[config.mk]
export PLATFORM = sky130hd
export DESIGN_NAME = hazard_unit_mc
export DESIGN_NICKNAME = d
export VERILOG_FILES = /design/src/rtl/hazard_pkg.sv /design/src/rtl/muldiv_stall_timer.sv /design/src/rtl/hazard_unit_mc.sv
export SDC_FILE = /design/constraint.sdc
export NUM_CORES = 1
export LEC_CHECK = 0
export BUFFER_PORTS_ARGS = -buffer_cell sky130_fd_sc_hd__buf_2
export CORE_ASPECT_RATIO = 0.7
export CORE_MARGIN = 3
export CORE_UTILIZATION = 46
export CTS_CLUSTER_DIAMETER = 50
export DETAILED_ROUTE_END_ITERATION = 8
export GPL_ROUTABILITY_DRIVEN = 0
export PLACE_DENSITY = 0.81
export SLEW_MARGIN = 20
export SYNTH_ARGS = -nofsm -noshare
export SYNTH_HDL_FRONTEND = slang
export SYNTH_SLANG_ARGS = --single-unit
[constraint.sdc]
create_clock -name clk -period 2.45 [get_ports clk]
set_input_delay 0 -clock clk [delete_from_list [all_inputs] [get_ports clk]]
set_output_delay 0 -clock clk [all_outputs]
set_load 0.05 [all_outputs]
[src/rtl/hazard_pkg.sv]
// hazard_pkg: shared constants and types for the hazard unit.
//   FWD_*       : ALU operand mux selects driven on ForwardAE/ForwardBE
//   tmr_state_t : state of the multi-cycle mul/div stall timer
package hazard_pkg;

   localparam logic [1:0] FWD_RF  = 2'b00;  // operand from register file
   localparam logic [1:0] FWD_WB  = 2'b01;  // operand from WB result
   localparam logic [1:0] FWD_MEM = 2'b10;  // operand from MEM result

   typedef enum logic {
      IDLE = 1'b0,
      BUSY = 1'b1
   } tmr_state_t;

endpackage

[src/rtl/muldiv_stall_timer.sv]
// muldiv_stall_timer: holds F/D/E while a multi-cycle mul/div occupies EX.
//   clk, rst    : pipeline clock, async active-high reset
//   muldiv_E    : EX instruction is a multi-cycle mul/div
//   stall_req   : timer wants StallF/StallD/StallE/FlushM this cycle
//   muldiv_busy : timer is in BUSY
// The op occupies EX for exactly MULDIV_LAT cycles: one IDLE cycle that
// launches the timer, MULDIV_LAT-2 stalled BUSY cycles, and a final BUSY
// "done" cycle in which EX is released.
module muldiv_stall_timer
   import hazard_pkg::*;
#(
   parameter int MULDIV_LAT = 4
) (
   input  logic clk,
   input  logic rst,
   input  logic muldiv_E,
   output logic stall_req,
   output logic muldiv_busy
);

   // Wide enough for MULDIV_LAT-2; kept at 1 bit when the count is trivial.
   localparam int CW     = (MULDIV_LAT > 2) ? $clog2(MULDIV_LAT) : 1;
   localparam int LOAD_I = (MULDIV_LAT > 1) ? MULDIV_LAT - 2 : 0;
   localparam logic [CW-1:0] CNT_LOAD = LOAD_I[CW-1:0];

   tmr_state_t    state, state_n;
   logic [CW-1:0] cnt, cnt_n;

   always_ff @(posedge clk or posedge rst) begin
      if (rst) begin
         state <= IDLE;
         cnt   <= '0;
      end else begin
         state <= state_n;
         cnt   <= cnt_n;
      end
   end

   always_comb begin
      state_n   = state;
      cnt_n     = cnt;
      stall_req = 1'b0;
      case (state)
         IDLE: begin
            // Single-cycle ops never launch the timer, so cnt stays at 0.
            if (muldiv_E && MULDIV_LAT > 1) begin
               stall_req = 1'b1;
               cnt_n     = CNT_LOAD;
               state_n   = BUSY;
            end
         end
         BUSY: begin
            // muldiv_E is not looked at here: it is the same held instruction.
            if (cnt != '0) begin
               stall_req = 1'b1;
               cnt_n     = cnt - CW'(1);
            end else begin
               state_n = IDLE;
            end
         end
         default: state_n = IDLE;
      endcase
      // While reset is held the state is IDLE, but a pending muldiv_E must
      // not raise a stall until reset is released.
      if (rst) stall_req = 1'b0;
   end

   assign muldiv_busy = (state == BUSY);

endmodule

[src/rtl/hazard_unit_mc.sv]
// hazard_unit_mc: hazard unit for the 5-stage RISC-V core with a
// multi-cycle execute path.
//   Inputs : decode/EX/MEM/WB register indices and write enables, load and
//            mul/div flags of the EX instruction, taken-branch PCSrc_E,
//            clr_stats to clear the statistics counter.
//   Outputs: StallF/StallD/StallE, FlushD/FlushE/FlushM pipeline-register
//            controls, ForwardAE/ForwardBE operand selects, muldiv_busy,
//            saturating stall_cycles counter of cycles with StallF=1.
// All control outputs are combinational from inputs and timer state.
module hazard_unit_mc
   import hazard_pkg::*;
#(
   parameter int REG_AW     = 5,
   parameter int MULDIV_LAT = 4,
   parameter int CNT_W      = 16
) (
   input  logic              clk,
   input  logic              rst,
   input  logic [REG_AW-1:0] rs1_D,
   input  logic [REG_AW-1:0] rs2_D,
   input  logic              use_rs1_D,
   input  logic              use_rs2_D,
   input  logic [REG_AW-1:0] rs1_E,
   input  logic [REG_AW-1:0] rs2_E,
   input  logic [REG_AW-1:0] rd_E,
   input  logic [REG_AW-1:0] rd_M,
   input  logic [REG_AW-1:0] rd_W,
   input  logic              regwrite_M,
   input  logic              regwrite_W,
   input  logic              MemtoregE,
   input  logic              PCSrc_E,
   input  logic              muldiv_E,
   input  logic              clr_stats,
   output logic              StallF,
   output logic              StallD,
   output logic              StallE,
   output logic              FlushD,
   output logic              FlushE,
   output logic              FlushM,
   output logic [1:0]        ForwardAE,
   output logic [1:0]        ForwardBE,
   output logic              muldiv_busy,
   output logic [CNT_W-1:0]  stall_cycles
);

   // MEM is the younger producer, so it wins over WB. x0 is never forwarded.
   function automatic logic [1:0] fwd_sel(
      input logic [REG_AW-1:0] rs,
      input logic [REG_AW-1:0] rdm,
      input logic              wm,
      input logic [REG_AW-1:0] rdw,
      input logic              ww
   );
      if (wm && rdm != '0 && rdm == rs)      return FWD_MEM;
      else if (ww && rdw != '0 && rdw == rs) return FWD_WB;
      else                                   return FWD_RF;
   endfunction

   logic load_use;
   logic tmr_stall;

   muldiv_stall_timer #(
      .MULDIV_LAT (MULDIV_LAT)
   ) u_timer (
      .clk         (clk),
      .rst         (rst),
      .muldiv_E    (muldiv_E),
      .stall_req   (tmr_stall),
      .muldiv_busy (muldiv_busy)
   );

   always_comb begin
      ForwardAE = fwd_sel(rs1_E, rd_M, regwrite_M, rd_W, regwrite_W);
      ForwardBE = fwd_sel(rs2_E, rd_M, regwrite_M, rd_W, regwrite_W);
   end

   assign load_use = MemtoregE && (rd_E != '0) &&
                     ((use_rs1_D && rd_E == rs1_D) || (use_rs2_D && rd_E == rs2_D));

   // A taken branch squashes the decode instruction, so holding it for a
   // load-use is pointless. The timer and load-use never legally overlap;
   // if they do, the timer owns EX and no bubble is injected into ID/EX.
   always_comb begin
      StallF = tmr_stall || (load_use && !PCSrc_E);
      StallD = StallF;
      StallE = tmr_stall;
      FlushM = tmr_stall;
      FlushD = PCSrc_E;
      FlushE = PCSrc_E || (load_use && !tmr_stall);
   end

   always_ff @(posedge clk or posedge rst) begin
      if (rst) begin
         stall_cycles <= '0;
      end else if (clr_stats) begin
         stall_cycles <= '0;
      end else if (StallF && stall_cycles != '1) begin
         stall_cycles <= stall_cycles + CNT_W'(1);
      end
   end

endmodule

* Word-level counts from Yosys, hierarchy flattened
Index checks and enable logic that the tools add are counted.
Word-level totals: register bits after elaboration 19, bits of input ports 45, output and inout bits 27, logic and storage cells 52
Operators by class: $add $sub $neg 2, eq/ne operators 9, mux-type cells 13, bitwise logic cells 1, reduce and logical (&&, ||, !) cells 24
Operator list (number):
- $mux 16 | 2
- $eq 5x5->1 | 6
- $add 16x1->16 const B | 1
- $ne 16x16->1 const B | 1
- $reduce_bool 5->1 | 3
- $logic_and 1x1->1 | 13
- $mux 2 | 4
- $mux 1 | 5
- $ne 2x2->1 const B | 2
- $pmux 2 s2 | 1
- $reduce_bool 2->1 | 2
- $logic_or 1x1->1 | 3
- $logic_not 1->1 | 2
- $pmux 1 s2 | 1
- $reduce_and 2->1 | 1
- $sub 2x1->2 const B | 1
- $not 1->1 | 1

* Longest topological paths before layout
Gate-level depths: netlist (run 1).
depth after elaboration 9, mapped depth 9, depth with buffers taken out 7

* By module
From an unflattened synthesis (run 1), not the netlist that was laid out.
Unflattened totals: cell total of the unflattened synthesis 171, area total of the unflattened synthesis 1574.0 µm²
By module, submodules not included:
- hazard_unit_mc | instances 1, cells an instance 157, area each 1422.6 µm², seq. area each 400.4 µm²
- muldiv_stall_timer | instances 1, cells an instance 14, area each 151.4 µm², seq. area each 75.1 µm²

* Worst setup path before layout (run 1)
Ideal clock, no wire load.
kind register to register, start point register u_timer.state, in the netlist u_timer.muldiv_busy, end point register stall_cycles[3], library setup time 0.076 ns, arrival time 2.724 ns, required time 2.374 ns, path slack -0.349 ns, stages on the path, launching flop included 8, buffers on the path 1, period minus slack after synthesis 2.799 ns, cell sequence dfrtp_1 -> nor2_1 -> a211oi_2 -> o21a_2 -> a21oi_4 -> buf_6 -> or3_2 -> a21oi_2
On the way: word-level cells in the longest chain between the ends 6
Ends and longest elaborated chain:
- start, declared | RTL line muldiv_stall_timer.sv:26 | tmr_state_t state, state_n;
- start signal, assigned | RTL line muldiv_stall_timer.sv:34 | state <= state_n;
- $not 1->1
- $pmux 1 s2 * | RTL line muldiv_stall_timer.sv:43 | case (state)
- $mux 1 * | RTL line muldiv_stall_timer.sv:65 | if (rst) stall_req = 1'b0;
- net FlushM | RTL line hazard_unit_mc.sv:39 | output logic FlushM,
- $logic_or 1x1->1 * | RTL line hazard_unit_mc.sv:84 | StallF = tmr_stall || (load_use && !PCSrc_E);
- $logic_and 1x1->1 * | RTL line hazard_unit_mc.sv:97 | end else if (StallF && stall_cycles != '1) begin
- $reduce_bool 2->1 (no source line) *
- end signal, assigned | RTL line hazard_unit_mc.sv:98 | stall_cycles <= stall_cycles + CNT_W'(1);
- end, declared | RTL line hazard_unit_mc.sv:43 | output logic [CNT_W-1:0] stall_cycles
Mark *: on every way through the listed nets, which the timed path passes. The rest lies on a longest branch. A chain may end at the register's enable or synchronous reset.

* Worst setup path in the final report (run 1)
start point register stall_cycles[0], end point register stall_cycles[1]
On the way: word-level cells in the longest chain between the ends 3, elaborated cells on any way between the ends 6
Ends and longest elaborated chain (RTL line):
- $add 16x1->16 / $ne 16x16->1 (equally long branches) | hazard_unit_mc.sv:98, hazard_unit_mc.sv:97
- $mux 16 / $logic_and 1x1->1 (equally long branches) | hazard_unit_mc.sv:97
- $mux 16 / $reduce_bool 2->1 (equally long branches)
Parallel ways exist; a longest one is shown, timed or not. The select of a mux whose other input is x is not followed.

==> results.txt, run 1 <==
----------------------------------------------------
[Worst setup path]
  Worst endpoint data arrival time ... ~2.3 ns
  Worst Path Required ... 2.58 ns
  Slack of the worst reg-to-reg path ... about 0.31 ns
  Largest fanout of any net on the critical path ... 26
  Worst reg2reg startpoint ... stall_cycles[0]
  Element type at the critical path end ... register
  CP Class ... reg2reg
  CP max stage cell ... or4_4
  Worst Reg2Reg Path Length in Cells ... 8
  Worst r2r dst ... stall_cycles[1]
  Worst stage delay on the critical path ... between 0.5 and 0.6 ns
  Crit path cell chain ... ha_1, inv_1, or4_4, o21a_1, a21oi_4, buf_12, mux2i_1, nor2_1
  Startpoint class of the critical path ... register

[Detailed routing]
  Total via count in the routed design ... roughly 1500
  Wire length reported by the detailed router ... approximately 3.7 mm
  Total DRC errors in the routed layout ... 0
  Wire length per cell ... ~14 um
  Violation count after the first detailed-route iteration ... 50
  Post-route antenna net violation count ... 0
  Via density ... approximately 5.4
  First drt pass iteration count ... 4

[STA]
  Worst max-slew margin expressed relative to the limit ... 50.3%
  Pins Over Slew Limit ... 0
  Actual slew at the worst max-slew pin ... 0.745 ns
  Number of setup violations in the final report ... 0
  Top achievable clock speed ... about 470 MHz
  RSZ-0062 raised after global routing ... false
  Final worst-path cycle share ... 87.3%
  Period minus WS final ... ~2.1 ns
  Final worst-path setup slack ... just over 0.3 ns
  Final hold violation count ... 0
  Worst Hold Slack ... just under 0.1 ns
  Total negative slack ... 0 ns
  Clk_skew ... between 0.004 and 0.005 ns

[Layout]
  Filler Cells Inserted ... roughly 250
  Signed area change from the synthesized netlist to the final layout ... 29.6%
  Area occupied by registers ... between 400 and 500 um2
  Share of post-route cells with drive strength above 1 ... about 44%
  Layout Utilization ... between 60% and 70%
  Number of inserted diodes ... 0
  Combined area of the multi-input logic cells ... around 940 um2
  Final net count ... 284
  Post-route insts no fill ... ~270
  Final Cell Area ... roughly 1900 um2

[CTS]
  CTS tree ... built
  Library cell used as clock root buffer ... clkbuf_8
  Maximum buffer depth of the clock tree ... 2
  Clock slew at reported path FFs ... 0.07 ns
  Post-cts sizing count ... 0
  Insertion delay of the later-clocked pin in the worst-skew pair ... between 0.2 and 0.3 ns
  CTS H-Tree Depth ... 1
  Number of CTS-inserted buffers ... 3
  CTS Sinks ... 19

[Global routing]
  Vias in the first global route ... 1324
  Most heavily used metal layer in global routing ... met2
  Antenna violations before repair ... 0
  Global Route Usage Sum ... 19.7%
  Met2 layer usage reported by global route ... between 30% and 40%
  Global route overflow ... 0
  Pin count of the biggest net entering global routing ... 27
  Met1 layer usage reported by global route ... a little over a quarter
  Grt met3 use ... under 10%
  Wire length of the first global-routing pass ... around 6.1 mm

[Power and ir drop]
  Power density relative to cell area ... ~590 nW/um2
  Comb power frac ... around 47%
  Static leakage ... 0.867 nW
  Net Switching ... ~0.48 mW
  Proportion of total power due to net switching ... between 40% and 50%
  Part of the power in registers ... 34.0%
  Internal power ... 0.666 mW
  Part of the power in the clock network ... around a fifth
  Power, Total ... 1.15 mW
  Worst vdd rail ir drop ... 317 uV

[Worst hold path]
  Hold Path End ... u_timer.muldiv_busy
  Worst min-delay path category ... in2reg
  Origin of the worst min-delay path ... muldiv_E
  Worst Hold Path Cells ... 3

[Placement]
  Number of port buffers ... between 70 and 80
  Cell Count Post-Placement ... about 270
  Area post-placement ... 1890 um2
  Placed wire-length estimate after detailed placement ... 3.06 mm
  Worst slack at placement ... roughly 0.32 ns

[Logic synthesis]
  Count of different cell masters after synthesis ... 44
  Yosys warnings ... 0
  Proportion of synthesized flip-flops having asynchronous set or reset ... 100%
  Post-synth EDFFs ... 0
  Post-Syn Area per Cell ... 9.09 um2
  Synthesized netlist cell count ... 165
  Share of synthesized area occupied by flip-flops and latches ... between 30% and 40%
  Top flip-flop cell by instance count after synthesis ... dfrtp_1
  Flip-flop and latch count after synthesis ... 19
  Mapped cell area ... ~1500 um2
  Syn Nets ... about 210

[Floorplanning]
  Num ports ... 72
  Core ar. ... 2940 um2
  Full die area ... 3990 um2
  Initial core utilization ... around half
  Horizontal die dimension ... 74.3 um
  Num rows ... 16
  Floorplan die height ... approximately 54 um

[Status]
  Status ... completed

[Job]
  Max-cap violation count ... 0

----------------------------------------------------
==> kinds of logic after synthesis <==
family	after synthesis	synth area share, %
AND/OR/NAND/NOR	56	22.8
AO/OA/AOI/OAI	41	18.7
XOR/XNOR	32	18.7
flip-flops	19	31.7
buffers and inverters	14	5.84
adder cells (fa/ha/maj)	2	1.67
multiplexers	1	0.667
==> worst max path at each step <==
stage,from,endpoint,slack [ns]
finish,stall_cycles[0],stall_cycles[1],0.31
global route,u_timer.cnt[0],stall_cycles[8],0.24
CTS,stall_cycles[0],stall_cycles[1],0.31
detailed placement,stall_cycles[0],stall_cycles[1],0.32
global placement,stall_cycles[0],stall_cycles[1],0.35
floorplan,rd_M[4],ForwardAE[0],-0.1
==> synth_stat cells, types with 3 or more instances <==
cell	number	share of area, %
o21ai_1	9	3.0
or4_1	5	2.5
or3_2	6	3.0
nor4_1	5	2.1
o31ai_1	3	1.5
a21oi_2	5	2.9
nand2_1	9	2.3
inv_1	6	1.5
xnor2_1	17	9.9
buf_4	3	1.5
xor2_1	15	8.8
nand4_1	9	3.8
or3_1	3	1.3
dfrtp_1	19	32
nor2_1	5	1.3
a21oi_1	10	3.3
nand3_1	4	1.3
==> power by group through the flow <==
stage | Combinational [mW] | Sequential (mW) | Clock [mW]
final | 0.540 | 0.391 | 0.219
after global routing | 0.586 | 0.396 | 0.236
after CTS | 0.544 | 0.391 | 0.225
after detailed placement | 0.538 | 0.397 | 0
after global placement | 0.530 | 0.394 | 0
after floorplan | 0.364 | 0.450 | 0
==> cells in the final DEF (no fill, tap or decap), drive strengths merged <==
cell,count
nand2,9
and3,1
o21bai,1
and4b,1
or3,9
a211oi,2
nor4,5
a311oi,1
xor2,15
o22a,1
a41oi,1
nor2,5
dlygate4sd3,1
o22ai,1
buf,74
a21oi,16
a22o,1
o21a,2
dfrtp,19
nand4,9
and2,1
o21ai,11
xnor2,17
mux2i,1
a21o,1
and4,2
or4,8
clkbuf,4
nor3,2
inv,6
nand3,4
o31ai,3
ha,2
==> state kept, by name (all words and copies together), names as in the netlist <==
name / flops
u_timer.cnt: 2
stall_cycles: 16
u_timer.muldiv_busy: 1
==> layout make-up <==
class	count	area share, %
Timing Repair Buffer	75	20.6
Clock buffer	4	2.32
Inverter	6	1.16
Multi-Input combinational cell	132	48.6
Sequential cell	19	25.0
Tap cell	36	2.32
==> critical path, delay by kind of cell (launching register included) <==
family | cells | cell delay (ns)
AND/OR/NAND/NOR | 2 | 0.59
buffers and inverters | 2 | 0.24
adder cells (fa/ha/maj) | 1 | 0.20
multiplexers | 1 | 0.18
AO/OA/AOI/OAI | 2 | 0.40
flip-flops | 1 | 0.40
==> routing by layer <==
| metal | vias to the layer above | part of all wire, % | wire length [um] |
|---|---|---|---|
| li1 | 748 | - | - |
| met1 | 692 | 48 | 1790 |
| met2 | 31 | 47 | 1770 |
| met3 | 4 | 4.0 | 149 |
| met4 | 0 | 0.64 | 24 |
| met5 | - | 0 | 0 |
==> repair_timing <==
action                     in CTS  in global routing
hold buffers                    1                  0
setup buffers                   0                  0
hold endpoints to repair       19                  0
setup endpoints to repair       0                  0
No activity file was read; power rests on OpenSTA's default activity.
==> run 2: changes to the inputs <==
- GPL_ROUTABILITY_DRIVEN: 0 -> not set
- RECOVER_POWER: not set -> 50
==> run 2 against run 1 <==
Compared with the run above: sequential cell count stayed put; die area stayed put; final area is 1.2% lower; critical path type unchanged; highest routed layer unchanged.
==> results.txt, run 2 (synthesized netlist as in run 1, its figures left out) <==
----------------------------------------------------
[Placement]
  Placed wire-length estimate after detailed placement ... 3.06 mm (unchanged)
  Number of port buffers ... 71 (unchanged)
  Worst slack at placement ... 0.318 ns (unchanged)
  Cell Count Post-Placement ... 267 (unchanged)
  Placer Congestion ... 0.878

[STA]
  Pins Over Slew Limit ... 0 (unchanged)
  Final worst-path setup slack ... 0.300 ns (-0.0110 ns)
  Clk_skew ... 0.00410 ns (-0.000317 ns)
  Worst max-slew margin expressed relative to the limit ... 50.3% (about the same)
  Final worst-path cycle share ... 87.7% (+0.45 points)
  Actual slew at the worst max-slew pin ... 0.744 ns (-0.000333 ns)
  RSZ-0062 raised after global routing ... false
  Number of setup violations in the final report ... 0 (unchanged)
  Top achievable clock speed ... 465 MHz (-0.51%)
  Period minus WS final ... 2.15 ns (+0.0110 ns)
  Final hold violation count ... 0 (unchanged)

[Power and ir drop]
  Proportion of total power due to net switching ... 42.3% (+0.25 points)
  Internal power ... 0.661 mW (-0.82%)
  Net Switching ... 0.484 mW (+0.18%)
  Part of the power in the clock network ... 19.1% (about the same)
  Part of the power in registers ... 34.2% (+0.2 points)
  Worst vdd rail ir drop ... 317 uV (about the same)
  Power density relative to cell area ... 596 nW/um2 (+0.84%)
  Comb power frac ... 46.7% (-0.2 points)
  Static leakage ... 0.789 nW (-8.9%)

[Worst setup path]
  Critical Path Source ... stall_cycles[0]
  CP Class ... reg2reg
  Worst Reg2Reg Path Length in Cells ... 8 (unchanged)
  Slack of the worst reg-to-reg path ... 0.30 ns (about the same)
  Capturing element of the worst setup path ... stall_cycles[1]
  Worst r2r dst ... stall_cycles[1]
  Worst Path Required ... 2.58 ns (about the same)
  Startpoint class of the critical path ... register
  Worst endpoint data arrival time ... 2.28 ns (about the same)
  Largest fanout of any net on the critical path ... 26 (unchanged)
  Worst reg2reg startpoint ... stall_cycles[0]
  Element type at the critical path end ... register

[Job]
  Max-cap violation count ... 0 (unchanged)

[Layout]
  Signed area change from the synthesized netlist to the final layout ... 28.0%
  Final net count ... 284 (unchanged)
  Leading cell type in the layout, fill and taps excluded ... buf_2
  Post-route insts no fill ... 272 (unchanged)
  Largest Register ... stall_cycles
  Filler Cells Inserted ... 263 (+6.9%)
  Number of inserted diodes ... 0 (unchanged)
  Share of post-route cells with drive strength above 1 ... 36.0% (-8.1 points)
  Flip-flop count of the largest register after layout ... 16 (unchanged)
  Top library cells by usage in the layout, fill and taps aside ... buf_2, clkbuf_1, xnor2_1

[Floorplanning]
  Core ar. ... 2940 um2 (unchanged)
  Full die area ... 3990 um2 (unchanged)
  Floorplan die height ... 53.8 um (unchanged)
  Num rows ... 16 (unchanged)
  Horizontal die dimension ... 74.3 um (unchanged)
  Initial core utilization ... 51.0% (unchanged)
  Num ports ... 72 (unchanged)

[Global routing]
  Pin count of the biggest net entering global routing ... 27 (unchanged)
  Global route overflow ... 0 (unchanged)
  Wire length of the first global-routing pass ... 6.07 mm (unchanged)
  Antenna violations before repair ... 0 (unchanged)
  Global Route Usage Sum ... 19.7% (unchanged)
  Vias in the first global route ... 1324 (unchanged)

[CTS]
  CTS tree ... built
  Insertion delay of the later-clocked pin in the worst-skew pair ... 0.26 ns (about the same)
  Number of CTS-inserted buffers ... 3 (unchanged)
  Library cell used as clock root buffer ... clkbuf_8
  Post-cts sizing count ... 0 (unchanged)
  Clock slew at reported path FFs ... 0.07 ns (about the same)
  CTS Sinks ... 19 (unchanged)
  Maximum buffer depth of the clock tree ... 2 (unchanged)
  CTS H-Tree Depth ... 1 (unchanged)

[Worst hold path]
  Worst min-delay path category ... in2reg

[Detailed routing]
  Violation count after the first detailed-route iteration ... 48 (-4.0%)
  Total DRC errors in the routed layout ... 0 (unchanged)
  Post-route antenna net violation count ... 0 (unchanged)
  Via density ... 5.41 (-0.20%)
  Wire length reported by the detailed router ... 3.75 mm (+0.70%)
  Wire length per cell ... 13.8 um (+0.70%)
  Total via count in the routed design ... 1472 (-0.20%)
  First drt pass iteration count ... 4 (unchanged)

[Status]
  Status ... completed

----------------------------------------------------
[run 2: cell type report]
cell class | count | area [um2] | area share (%)
multi-input combinational | 132 | 945 | 49.2
sequential | 19 | 487 | 25.3
timing repair buffer | 75 | 377 | 19.6
clock buffer | 4 | 45.0 | 2.35
tap | 36 | 45.0 | 2.35
inverter | 6 | 22.5 | 1.17
[run 2: worst min-delay path by stage]
stage | from | end | slack (ns) | cells after the start
after floorplan | rst | stall_cycles[10] | -0.05 | 1
after global placement | rst | stall_cycles[12] | 0.19 | 2
after detailed placement | rst | u_timer.cnt[0] | 0.20 | 2
after CTS | muldiv_E | u_timer.muldiv_busy | 0.09 | 3
after global routing | clr_stats | stall_cycles[1] | 0.14 | 2
final | muldiv_E | u_timer.muldiv_busy | 0.1 | 3
[run 2: metrics by stage]
step / utilization, % / hold slack (ns) / setup TNS (ns) / instance area, um2 / total power, mW
finish: 65.3 / 0.0971 / 0 / 1920 / 1.15
global route: 65.3 / 0.142 / 0 / 1920 / 1.21
CTS: 66.1 / 0.0922 / 0 / 1940 / 1.16
detailed placement: 64.2 / 0.198 / 0 / 1890 / 0.935
global placement: 64.2 / 0.185 / 0 / 1890 / 0.925
floorplan: - / -0.0495 / -0.191 / 1520 / 0.814
[run 2: timing repair]
action                                 in CTS  in global routing
hold buffers                                1                  0
endpoints found under the hold margin      19                  0
buffers inserted                            0                  0
[run 2: critical path, cell delays in order, from the launching register on]
cell	delay, ns
dfrtp_2	0.41
ha_1	0.20
inv_1	0.08
or4_4	0.54
o21a_1	0.23
a21oi_4	0.17
buf_12	0.17
mux2i_1	0.19
nor2_1	0.05
[run 2: power groups by stage]
stage               Combinational [mW]  Sequential [mW]  Clock (mW)
floorplan                        0.364            0.450           0
global placement                 0.530            0.394           0
detailed placement               0.538            0.397           0
CTS                              0.544            0.391       0.225
global route                     0.581            0.396       0.236
finish                           0.535            0.392       0.219
[run 2: layer usage]
| metal | track usage [%] | up-vias | share of wire, % |
|---|---|---|---|
| li1 | - | 748 | - |
| met1 | 26.9 | 691 | 48 |
| met2 | 33.2 | 31 | 47 |
| met3 | 4.48 | 2 | 4.6 |
| met4 | 1.78 | 0 | 0.48 |
| met5 | 0 | - | 0 |
